===== src/rtl/calc_pkg.sv =====
// Shared types and key codes for the calculator entry datapath.
package calc_pkg;

    typedef enum logic [1:0] {
        OP_ADD = 2'd0,
        OP_SUB = 2'd1,
        OP_MUL = 2'd2
    } op_e;

    typedef enum logic [1:0] {
        ENTER_A = 2'd0,
        ENTER_B = 2'd1,
        CALC    = 2'd2,
        SHOW    = 2'd3
    } state_e;

    localparam logic [3:0] KEY_ADD = 4'hA;
    localparam logic [3:0] KEY_SUB = 4'hB;
    localparam logic [3:0] KEY_MUL = 4'hC;
    localparam logic [3:0] KEY_CLR = 4'hE;
    localparam logic [3:0] KEY_EQ  = 4'hF;

    function automatic logic is_digit(input logic [3:0] k);
        return k <= 4'd9;
    endfunction

    function automatic logic is_oper(input logic [3:0] k);
        return (k == KEY_ADD) || (k == KEY_SUB) || (k == KEY_MUL);
    endfunction

    function automatic op_e key_to_op(input logic [3:0] k);
        case (k)
            KEY_SUB: return OP_SUB;
            KEY_MUL: return OP_MUL;
            default: return OP_ADD;
        endcase
    endfunction

    // Largest operand representable with the given number of decimal digits.
    function automatic int unsigned max_operand(input int unsigned digits);
        int unsigned v;
        v = 1;
        for (int unsigned i = 0; i < digits; i++) v = v * 10;
        return v - 1;
    endfunction

endpackage


===== src/rtl/calc_entry_fsm_seq_mult.sv =====
// Unsigned shift-add multiplier; done pulses OPW-1 cycles after the start cycle.
module seq_mult
    import calc_pkg::*;
#(
    parameter int unsigned OPW = 7
) (
    input  logic               clk,
    input  logic               reset,
    input  logic               start,
    input  logic               abort,
    input  logic [OPW-1:0]     a,
    input  logic [OPW-1:0]     b,
    output logic               done,
    output logic [2*OPW-1:0]   product
);

    localparam int unsigned CW = $clog2(OPW + 1);

    logic [2*OPW-1:0] mcand;
    logic [OPW-1:0]   mplier;
    logic [CW-1:0]    cnt;
    logic             running;

    // Bit 0 of the multiplier is folded into the start cycle so the
    // remaining OPW-1 bits finish in time for the caller's fixed latency.
    always_ff @(posedge clk or posedge reset) begin
        if (reset) begin
            mcand   <= '0;
            mplier  <= '0;
            cnt     <= '0;
            running <= 1'b0;
            done    <= 1'b0;
            product <= '0;
        end else begin
            done <= 1'b0;
            if (abort) begin
                running <= 1'b0;
                cnt     <= '0;
            end else if (start) begin
                mcand   <= (2*OPW)'(a) << 1;
                mplier  <= b >> 1;
                product <= b[0] ? (2*OPW)'(a) : '0;
                cnt     <= CW'(OPW - 1);
                running <= 1'b1;
            end else if (running) begin
                product <= product + (mplier[0] ? mcand : '0);
                mcand   <= mcand << 1;
                mplier  <= mplier >> 1;
                cnt     <= cnt - CW'(1);
                if (cnt == CW'(1)) begin
                    running <= 1'b0;
                    done    <= 1'b1;
                end
            end
        end
    end

endmodule


===== src/rtl/calc_entry_fsm.sv =====
// Keypad entry FSM: builds two decimal operands, an operator and a result for display.
module calc_entry_fsm
    import calc_pkg::*;
#(
    parameter int unsigned MAX_DIGITS = 2,
    parameter int unsigned OPW        = 7,
    parameter int unsigned RESW       = 14
) (
    input  logic            clk,
    input  logic            reset,
    input  logic            key_valid,
    input  logic [3:0]      key_code,
    output logic [OPW-1:0]  op_a,
    output logic [OPW-1:0]  op_b,
    output logic [RESW-1:0] disp_val,
    output logic            disp_neg,
    output logic [1:0]      state_o,
    output logic            busy,
    output logic            done,
    output logic            err
);

    localparam int unsigned CW     = $clog2(MAX_DIGITS + 1);
    localparam int unsigned OP_MAX = max_operand(MAX_DIGITS);

    state_e           state;
    op_e              op;
    logic [CW-1:0]    cnt_a;
    logic [CW-1:0]    cnt_b;
    logic [RESW-1:0]  result;
    logic             mult_start;
    logic             mult_done;
    logic [2*OPW-1:0] product;

    logic             key_clr;
    logic             key_dig;
    logic             key_op;
    logic             key_eq;
    logic [OPW-1:0]   next_a;
    logic [OPW-1:0]   next_b;
    logic [RESW-1:0]  calc_res;
    logic             calc_neg;
    logic             calc_fin;

    function automatic logic [OPW-1:0] dec_append(input logic [OPW-1:0] v, input logic [3:0] d);
        return OPW'((OPW+4)'(v) * (OPW+4)'(10) + (OPW+4)'(d));
    endfunction

    assign key_clr = key_valid && (key_code == KEY_CLR);
    assign key_dig = key_valid && is_digit(key_code);
    assign key_op  = key_valid && is_oper(key_code);
    assign key_eq  = key_valid && (key_code == KEY_EQ);
    assign next_a  = dec_append(op_a, key_code);
    assign next_b  = dec_append(op_b, key_code);
    assign state_o = state;

    always_comb begin
        calc_res = '0;
        calc_neg = 1'b0;
        calc_fin = 1'b1;
        case (op)
            OP_ADD: calc_res = RESW'(op_a) + RESW'(op_b);
            OP_SUB: begin
                if (op_a >= op_b) begin
                    calc_res = RESW'(op_a - op_b);
                end else begin
                    calc_res = RESW'(op_b - op_a);
                    calc_neg = 1'b1;
                end
            end
            OP_MUL: begin
                calc_res = RESW'(product);
                calc_fin = mult_done;
            end
            default: calc_res = '0;
        endcase
    end

    seq_mult #(.OPW(OPW)) u_mult (
        .clk     (clk),
        .reset   (reset),
        .start   (mult_start),
        .abort   (key_clr),
        .a       (op_a),
        .b       (op_b),
        .done    (mult_done),
        .product (product)
    );

    always_ff @(posedge clk or posedge reset) begin
        if (reset) begin
            state      <= ENTER_A;
            op         <= OP_ADD;
            op_a       <= '0;
            op_b       <= '0;
            cnt_a      <= '0;
            cnt_b      <= '0;
            result     <= '0;
            disp_val   <= '0;
            disp_neg   <= 1'b0;
            busy       <= 1'b0;
            done       <= 1'b0;
            err        <= 1'b0;
            mult_start <= 1'b0;
        end else begin
            done       <= 1'b0;
            err        <= 1'b0;
            mult_start <= 1'b0;
            if (key_clr) begin
                state    <= ENTER_A;
                op       <= OP_ADD;
                op_a     <= '0;
                op_b     <= '0;
                cnt_a    <= '0;
                cnt_b    <= '0;
                result   <= '0;
                disp_val <= '0;
                disp_neg <= 1'b0;
                busy     <= 1'b0;
            end else begin
                case (state)
                    ENTER_A: begin
                        if (key_dig && cnt_a < CW'(MAX_DIGITS)) begin
                            op_a     <= next_a;
                            cnt_a    <= cnt_a + CW'(1);
                            disp_val <= RESW'(next_a);
                        end else if (key_op) begin
                            op       <= key_to_op(key_code);
                            op_b     <= '0;
                            cnt_b    <= '0;
                            state    <= ENTER_B;
                            disp_val <= RESW'(op_a);
                        end
                    end
                    ENTER_B: begin
                        if (key_dig && cnt_b < CW'(MAX_DIGITS)) begin
                            op_b     <= next_b;
                            cnt_b    <= cnt_b + CW'(1);
                            disp_val <= RESW'(next_b);
                        end else if (key_op && cnt_b == '0) begin
                            op <= key_to_op(key_code);
                        end else if (key_eq) begin
                            state      <= CALC;
                            busy       <= 1'b1;
                            mult_start <= (op == OP_MUL);
                        end
                    end
                    CALC: begin
                        if (calc_fin) begin
                            result   <= calc_res;
                            disp_val <= calc_res;
                            disp_neg <= calc_neg;
                            state    <= SHOW;
                            busy     <= 1'b0;
                            done     <= 1'b1;
                        end
                    end
                    SHOW: begin
                        if (key_dig) begin
                            op_a     <= OPW'(key_code);
                            cnt_a    <= CW'(1);
                            op_b     <= '0;
                            cnt_b    <= '0;
                            disp_neg <= 1'b0;
                            disp_val <= RESW'(key_code);
                            state    <= ENTER_A;
                        end else if (key_op) begin
                            // Only a non-negative result that fits an operand can seed a chain.
                            if (!disp_neg && result <= RESW'(OP_MAX)) begin
                                op_a     <= OPW'(result);
                                cnt_a    <= CW'(MAX_DIGITS);
                                op       <= key_to_op(key_code);
                                op_b     <= '0;
                                cnt_b    <= '0;
                                disp_val <= result;
                                state    <= ENTER_B;
                            end else begin
                                err <= 1'b1;
                            end
                        end else if (key_eq) begin
                            state      <= CALC;
                            busy       <= 1'b1;
                            disp_neg   <= 1'b0;
                            mult_start <= (op == OP_MUL);
                        end
                    end
                    default: state <= ENTER_A;
                endcase
            end
        end
    end

endmodule


===== config.mk =====
export PLATFORM = sky130hd
export DESIGN_NAME = calc_entry_fsm
export DESIGN_NICKNAME = d
export VERILOG_FILES = /design/src/rtl/calc_pkg.sv /design/src/rtl/calc_entry_fsm_seq_mult.sv /design/src/rtl/calc_entry_fsm.sv
export SDC_FILE = /design/constraint.sdc
export NUM_CORES = 1
export LEC_CHECK = 0
export ABC_AREA = 1
export CELL_PAD_IN_SITES_DETAIL_PLACEMENT = 0
export CELL_PAD_IN_SITES_GLOBAL_PLACEMENT = 1
export CORE_UTILIZATION = 46
export CTS_BUF_LIST = sky130_fd_sc_hd__clkbuf_2
export DETAILED_ROUTE_END_ITERATION = 7
export MAX_ROUTING_LAYER = met4
export PLACE_DENSITY = 0.81
export SYNTH_ARGS = -nofsm -noshare
export SYNTH_HDL_FRONTEND = slang
export SYNTH_SLANG_ARGS = --single-unit
export TNS_END_PERCENT = 5

===== constraint.sdc =====
create_clock -name clk -period 3.6 [get_ports clk]
set_input_delay 0.72 -clock clk [delete_from_list [all_inputs] [get_ports clk]]
set_output_delay 0.72 -clock clk [all_outputs]
set_load 0.02 [all_outputs]

Yosys cells after proc, flatten, opt, wreduce, memory -nomap -nowiden --
Cells that the tools add are included. Widths: inputs -> output; s select.
Storage, ports and cells: input port bits 7, register bits after elaboration 95, output and inout port bits 34
Cells by class: mux-type cells 113, bitwise gates (word level) 1, reduce and logical (&&, ||, !) cells 31, eq/ne operators 29, add/subtract/negate cells 9, order comparisons 5, multiply operators 2
Operators by type and width (count):
- $mux 14 | 16
- $mux 7 | 15
- $mux 2 | 30
- $pmux 14 s4 | 1
- $pmux 14 s3 | 1
- $mux 1 | 37
- $ne 3x3->1 const B | 12
- $pmux 7 s3 | 1
- $eq 4x4->1 const B | 5
- $ne 4x4->1 const B | 5
- $reduce_and 6->1 | 3
- $sub 7x7->8 | 2
- $add 14x14->14 | 1
- $add 7x4->7 | 2
- $le 14x7->1 const B | 1
- $mul 7x3->6 const B | 2
- $pmux 7 s2 | 1
- $pmux 2 s3 | 2
- $mux 3 | 3
- $reduce_bool 3->1 | 3
- $add 7x7->8 | 1
- $logic_and 1x1->1 | 8
- $pmux 2 s2 | 2
- $pmux 2 s4 | 1
- 21 further kinds | 35

Logic depth before layout (Yosys ltp) --
Gate-level depths: netlist of the first run.
word-level depth 9, gate-level depth with buffers 17, mapped depth without buffers 17

Cells and area by module --
Synthesis of the first run repeated with hierarchy kept, for this count alone.
Second synthesis, totals: cells, all modules 1046, area, all modules 7313.3 µm²
By module, submodules not included:
- calc_entry_fsm | cells each 694, times used 1, area an instance 4793.3 µm²
- seq_mult | cells each 352, times used 1, area an instance 2519.9 µm²

Least setup slack after synthesis of the first run --
Ideal clock, no wire load.
path type register to register, start register op_a[1], end register disp_val[5], library setup time 0.120 ns, cell stages (with the launch flop) 11, required time 3.480 ns, period minus slack after synthesis 2.309 ns, setup slack 1.291 ns, arrival 2.189 ns, path buffers 0, cells stage by stage dfrtp_1 > ha_1 > ha_1 > inv_1 > fa_1 > xor2_1 > nor2_1 > a211oi_1 > nor2_1 > nand2_1 > nand2_1
Between the ends: word-level cells in the longest chain between the ends 6, elaborated cells between the ends (all ways) 12, classes of those cells 4 x add/sub; 1 x mul; 1 x order compare; 6 x mux
RTL lines:
- start, declared | RTL line calc_entry_fsm.sv:13 | output logic [OPW-1:0] op_a,
- start signal, assigned | RTL line calc_entry_fsm.sv:124 | op_a <= next_a;
- start signal, assigned | RTL line calc_entry_fsm.sv:160 | op_a <= OPW'(key_code);
- start signal, assigned | RTL line calc_entry_fsm.sv:170 | op_a <= OPW'(result);
- branches (longest 4 deep; another with $mul 7x3->6)
- $pmux 14 s4 * | RTL line calc_entry_fsm.sv:121 | case (state)
- $mux 14 * | RTL line calc_entry_fsm.sv:109 | if (key_clr) begin
- end signal, assigned | RTL line calc_entry_fsm.sv:126 | disp_val <= RESW'(next_a);
- end signal, assigned | RTL line calc_entry_fsm.sv:132 | disp_val <= RESW'(op_a);
- end signal, assigned | RTL line calc_entry_fsm.sv:151 | disp_val <= calc_res;
- end, declared | RTL line calc_entry_fsm.sv:15 | output logic [RESW-1:0] disp_val,
Every way passes the cells marked *. The select of a mux whose other input is x is not followed. A chain may end at the register's enable or synchronous reset.

Final worst setup path of the first run --
start register op_a[1], end register disp_val[13]
Between the ends: word-level cells in the longest chain between the ends 6, elaborated cells between the ends (all ways) 8, classes of those cells 2 x add/sub; 1 x order compare; 5 x mux
RTL lines:
- $sub 7x7->8, or another cell as far along | RTL line calc_entry_fsm.sv:67 | calc_res = RESW'(op_b - op_a);
- $mux 14 * | RTL line calc_entry_fsm.sv:64 | if (op_a >= op_b) begin
- $pmux 14 s3 * | RTL line calc_entry_fsm.sv:61 | case (op)
- $mux 14 * | RTL line calc_entry_fsm.sv:149 | if (calc_fin) begin
- $pmux 14 s4 * | RTL line calc_entry_fsm.sv:121
- $mux 14 * | RTL line calc_entry_fsm.sv:109
Every way passes the cells marked *; elsewhere a longest branch is shown, timed or not. The select of a mux whose other input is x is not followed.

==> results.json, run 1 <==
{
  "core-area_um2": 14700,
  "synth_seq_area_share_pct": 33.1,
  "gp_congestion": 0.933,
  "required_ns": 4.21,
  "grt.overflow.total": 0,
  "hold_class": "reg -> reg",
  "cp.arrival_ns": 3.57,
  "fin_tns_setup_ns": 0,
  "cap_violations": 0,
  "ys_ff_latch": 93,
  "postSynthAreaPerCell_um2": 7.10,
  "synthCells": 989,
  "dr.pass1.iters": 7,
  "cp-start-kind": "flop",
  "ant_nets": 0,
  "critical-path-max-stage-delay_ns": 0.82,
  "rsz0062_at_grt": "false",
  "via_per_inst": 5.35,
  "worstPathMaxFanout": 11,
  "yosysMostFrequentCell": "nand2_1",
  "start_util_pct": 47.8,
  "violations": "design-rule violations",
  "syn_to_final_growth_pct": 10.9,
  "cts.repair.resized": 0,
  "synth_nets": 1058,
  "final_net_count": 1098,
  "synth_commonest_cells": "nand2_1, inv_1, o21ai_0",
  "numCtsBuffers": 9,
  "grt_max_degree": 71,
  "relSlewSlack_pct": 40.1,
  "tritoncts": "done",
  "synthTopCellsByArea": "dfrtp_1, nand2_1, ha_1",
  "clock_skew_ns": 0.0525,
  "seqCellArea_um2": 2330,
  "clk_pin_slew_ns": 0.32,
  "track_usage_pct": 28.5,
  "holdPathEnd": "cnt_a[0]",
  "drive_gt1_share_pct": 6.19,
  "worstSetupStartpoint": "op_a[1]",
  "die_w_um": 126,
  "fillers": 1520,
  "path_class": "reg -> reg",
  "grt_use_met1_pct": 38.2,
  "yosysWarnings": 0,
  "clk_latency_ns": 0.66,
  "report.final.slew_viol_count": 0,
  "drc": 1,
  "grt_use_met2_pct": 46.0,
  "cts_root_buffer": "clkbuf_2",
  "ctsLongestPathBuffers": 2,
  "min_from": "cnt_a[0]",
  "power.density_nw_per_um2": 954,
  "grt_pass1_wl_mm": 33.7,
  "die_area_um2": 15800,
  "syn_area_um2": 7020,
  "grt_pass1_vias": 6280,
  "crit_top_cell": "nand2_1",
  "max_freq_mhz": 338,
  "io_buffers": 40,
  "drt_iter0_drc": 417,
  "rows": 44,
  "crit_slowest_cell": "dfrtp_1",
  "irDropWorstVdd_uv": 453,
  "wirelength_mm": 20.6,
  "r2r_start": "op_a[1]",
  "htreeDepth": 3,
  "p_leak_uw": 0.00403,
  "multiInputGateArea_um2": 4030,
  "gr-usage-met3_pct": 2.61,
  "post-place-ws_ns": 0.520,
  "fin_ws_ns": 0.641,
  "clock_sinks": 93,
  "wl_per_cell_um": 16.9,
  "ff2ff_setup_slack_ns": 0.64,
  "status": "finished with violations",
  "endpoint_kind": "flop",
  "ios": 41,
  "ctsHoldBuffers": 0,
  "die_h_um": 126,
  "reg2reg_to": "disp_val[13]",
  "vias": 6523,
  "synth_top_area_share_pct": 33.1,
  "place_hpwl_mm": 16.0,
  "synth_cell_types": 41,
  "postSynth.topFlopCell": "dfrtp_1",
  "synth_edf_count": 0,
  "finalCritPeriodShare_pct": 82.2,
  "yosysTopAreaCell": "dfrtp_1",
  "async_flop_share_pct": 100,
  "tightest_slew_ns": 0.899,
  "antenna_found_initial": 1,
  "finalSetupViolCount": 0,
  "postCtsSetupBuffers": 0,
  "hold_depth": 2,
  "r2r_cells": 15,
  "fin_crit_ns": 2.96,
  "hold_violations": 0,
  "grt_most_used_layer": "met2",
  "worstPathCellList": "inv_1 -> ha_1 -> nand2_1 -> nor2_1 -> nand2_1 -> nand3_2 -> inv_2 -> nand2_1 -> nand2_1 -> nand2_2 -> o21ai_0 -> nand2_1 -> nand2_1 -> nand2_1 -> nand2_1"
}
==> kinds of logic after synthesis <==
group           Yosys count  share of synthesized area, %
compound gates          195                          15.1
xor+xnor                 22                          2.74
fa+ha+maj                62                          11.9
buf+inv                 171                          9.43
flops                    93                          33.1
simple gates            446                          27.6
==> registers in the layout, summed over array words and instances (netlist names), 3 cells and up <==
register,cells
u_mult.cnt,3
op_b,7
disp_val,14
op_a,7
result,14
u_mult.product,14
u_mult.mplier,6
u_mult.mcand,13
==> stage by stage <==
stage	power [µW]	std cells	utilization, %	cell area [µm²]	hold slack, ns
3_5_place_dp	6840	1202	52.1	7650	0.483
3_3_place_gp	6830	1202	52.1	7650	0.473
4_1_cts	7420	1218	52.9	7780	0.540
2_1_floorplan	5340	989	-	7020	0.453
6_report	7430	1220	53.0	7780	0.544
5_1_grt	8220	1220	53.0	7780	0.551
==> how the worst max path moves through the flow <==
stage | end | cells past startpoint | slack, ns
6_report | disp_val[13] | 15 | 0.64
5_1_grt | disp_val[13] | 15 | 0.45
4_1_cts | op_a[1] | 1 | 0.64
3_5_place_dp | op_b[6] | 11 | 0.52
3_3_place_gp | op_b[4] | 11 | 0.58
2_1_floorplan | busy | 1 | 0.46
==> power by group <==
part | switching (µW) | internal (µW)
Sequential | 409 | 1440
Clock | 438 | 120
Combinational | 3240 | 1790
==> cells in the final DEF (no fill, tap or decap), types with 8 or more instances in the layout <==
| master | synthesis | layout |
|---|---|---|
| nand2_2 | 8 | 8 |
| nand2_1 | 281 | 281 |
| inv_1 | 139 | 138 |
| buf_4 | 0 | 16 |
| dfrtp_1 | 93 | 93 |
| nor2_1 | 73 | 73 |
| o22ai_1 | 15 | 15 |
| o21ai_0 | 100 | 100 |
| nand3_1 | 51 | 51 |
| clkdlybuf4s50_1 | 0 | 40 |
| fa_1 | 8 | 8 |
| xor2_1 | 15 | 15 |
| a21oi_1 | 48 | 48 |
| nand4_1 | 12 | 12 |
| ha_1 | 54 | 54 |
| a31oi_1 | 10 | 10 |
| clkbuf_2 | 0 | 9 |
==> final cells by class <==
class                      count  share of cell area, %
tap                          184                   2.96
sequential                    93                   29.9
clock buffer                   9                  0.579
timing repair buffer          56                   6.69
multi-input combinational    725                   51.8
antenna                        2                 0.0643
clock inverter                 7                   1.04
inverter                     144                   6.98
==> worst max-delay path: cells and delay by family (launching register included) <==
kind / cells / cell delay, ns
flops: 1 / 0.82
compound gates: 1 / 0.20
simple gates: 11 / 0.98
buf+inv: 2 / 0.50
fa+ha+maj: 1 / 0.43
==> layer usage <==
| metal | share of wire (%) | wire, µm |
|---|---|---|
| met5 | 0 | 0 |
| met4 | 1.7 | 355 |
| met3 | 4.2 | 864 |
| met2 | 48 | 9850 |
| met1 | 46 | 9520 |
No activity file was read; power rests on OpenSTA's default activity.
==> run 2: changes to the inputs <==
- CORE_UTILIZATION: 46 -> 41
- PLACE_DENSITY: 0.81 -> 0.77
- clock period: 3.6 -> 2.6 ns (I/O delays scaled with it)
==> run 2 against run 1 <==
  * The run now ends clean
  * Clock power increased by 53%
  * Register-to-register slack worse by 0.46 ns
  * Final cell count is 7.1% higher
  * Worst hold slack got worse by 0.45 ns
  * Setup slack worse by 0.48 ns
  * Critical path depth is 13 lower
  * Critical path type is now reg -> out
  * Routed wire length up 3.4%
  * Clock-buffer cell count is 1 higher
  * Global-route usage down 2.4 points
  * Sequential power grew 34%
  * Sequential cell count unchanged
  * Non-clock buffer count increased by 52
==> results.json, run 2 (synthesized netlist as in run 1, its figures left out) <==
{
  "htreeDepth": 3,
  "cts_root_buffer": "clkbuf_2",
  "via_per_inst": 5.14,
  "crit_slowest_cell": "clkdlybuf4s50_1",
  "endpoint_kind": "output port",
  "postCtsSetupBuffers": 0,
  "ios": 41,
  "clk_pin_slew_ns": 0.27,
  "final_cell_mix": "nand2_1, inv_1, o21ai_0",
  "tritoncts": "done",
  "r2r_start": "op_a[0]",
  "die_h_um": 133,
  "track_usage_pct": 26.1,
  "fin_ws_ns": 0.157,
  "power.density_nw_per_um2": 1330,
  "worstPathCellList": "buf_4 -> clkdlybuf4s50_1",
  "internal-power_uw": 5300,
  "irDropWorstVdd_uv": 590,
  "dpl.cell_count": 1290,
  "path_class": "reg -> out",
  "grt_pass1_wl_mm": 34.8,
  "fillers": 1714,
  "worstPathMaxFanout": 7,
  "place_hpwl_mm": 16.8,
  "relSlewSlack_pct": 29.2,
  "numCtsBuffers": 9,
  "postPlaceCellArea_um2": 8100,
  "report.final.slew_viol_count": 0,
  "status": "completed",
  "p_leak_uw": 0.00430,
  "core-area_um2": 16600,
  "die_area_um2": 17700,
  "dr.pass1.iters": 5,
  "clock_sinks": 93,
  "wirelength_mm": 21.3,
  "drc": 0,
  "finalSetupViolCount": 0,
  "holdWs_ns": 0.0942,
  "swShare_pct": 51.7,
  "io_buffers": 40,
  "instances_no_fill": 1307,
  "hold_violations": 0,
  "max_freq_mhz": 409,
  "power_frac_comb_pct": 69.7,
  "wl_met2_mm": 9.99,
  "grt_pass1_vias": 6760,
  "antenna_found_initial": 1,
  "maxUsedRoutingLayer": "met4",
  "cp-start-kind": "flop",
  "wl_per_cell_um": 16.3,
  "cp_num_buf_inv": 2,
  "met3_length_mm": 1.01,
  "required_ns": 2.08,
  "fin_crit_ns": 2.44,
  "final_common_cell": "nand2_1",
  "drive_gt1_share_pct": 11.2,
  "critical-path-max-stage-delay_ns": 0.60,
  "ctsLongestPathBuffers": 2,
  "drt-met1-wl_mm": 9.68,
  "start_util_pct": 42.2,
  "clk_latency_ns": 0.60,
  "grt_max_degree": 39,
  "cp_top_family": "buffers and inverters",
  "cap_violations": 0,
  "design_area_um2": 8280,
  "final_net_count": 1150,
  "largestRegisters": "disp_val (14), result (14), u_mult.product (14)",
  "seqPwrFrac_pct": 22.5,
  "rows": 47,
  "fin_tns_setup_ns": 0,
  "cp.arrival_ns": 1.92,
  "p_sw_uw": 5680,
  "tightest_slew_ns": 1.06,
  "worstSetupStartpoint": "op_a[1]",
  "gp_congestion": 0.907,
  "drt_iter0_drc": 375,
  "clock_skew_ns": 0.0311,
  "grt.overflow.total": 0,
  "syn_to_final_growth_pct": 17.9,
  "clkPwrFrac_pct": 7.8,
  "rsz0062_at_grt": "false",
  "vias": 6713,
  "ant_nets": 0,
  "die_w_um": 133,
  "finalCritPeriodShare_pct": 93.9,
  "post-place-ws_ns": -0.0176,
  "hold_class": "in -> async"
}
[run 2: changes by cell type in the layout (fill, tap and decap cells not counted), sizes merged]
cell / change
diode: -1
inv: -3
clkbuf: +1
buf: +52
clkinvlp: +2
clkinv: -2
bufinv: +2
[run 2: power by group through the flow]
stage | registers, µW | logic, µW | clock network [µW]
3_3_place_gp | 2480 | 7520 | 0
3_5_place_dp | 2490 | 7510 | 0
6_report | 2470 | 7660 | 855
2_1_floorplan | 2600 | 4790 | 0
4_1_cts | 2460 | 7550 | 887
5_1_grt | 2540 | 8560 | 946
[run 2: stage by stage]
| stage | utilization, % | power, µW |
|---|---|---|
| finish | 49.8 | 11000 |
| floorplan | - | 7390 |
| CTS | 49.5 | 10900 |
| detailed placement | 48.7 | 10000 |
| global placement | 48.7 | 10000 |
| global route | 49.8 | 12000 |
[run 2: final cells by class]
cell class | instances | area, µm² | share of cell area, %
Clock inverter | 6 | 86.3 | 1.04
Timing Repair Buffer | 108 | 927 | 11.2
Tap cell | 220 | 275 | 3.32
Sequential cell | 93 | 2330 | 28.2
Antenna cell | 1 | 2.50 | 0.0302
Clock buffer | 10 | 50.0 | 0.604
Multi-Input combinational cell | 725 | 4060 | 49.0
Inverter | 144 | 547 | 6.60
[run 2: timing repair]
item                       in CTS  in global routing
hold buffers                    0                  0
setup endpoints to repair       1                 17
pin swaps                       0                  1
gates resized for setup         1                 12
[run 2: path summary, 6_finish.rpt]
kind,slack (ns),depth (start not counted),end
max in group asynchronous,1.81,3,u_mult.product[0]
min in group clk,0.52,2,cnt_a[0]
hold reg to reg,0.52,2,cnt_a[0]
setup reg to reg,0.18,17,disp_val[1]
hold / removal,0.09,2,done
setup / recovery,0.16,2,op_a[1]
[run 2: layer usage]
| layer | up-vias | global-route usage (%) |
|---|---|---|
| li1 | 3371 | - |
| met1 | 3156 | 32.6 |
| met2 | 141 | 42.2 |
| met3 | 45 | 4.60 |
| met4 | 0 | 9.32 |
| met5 | - | - |
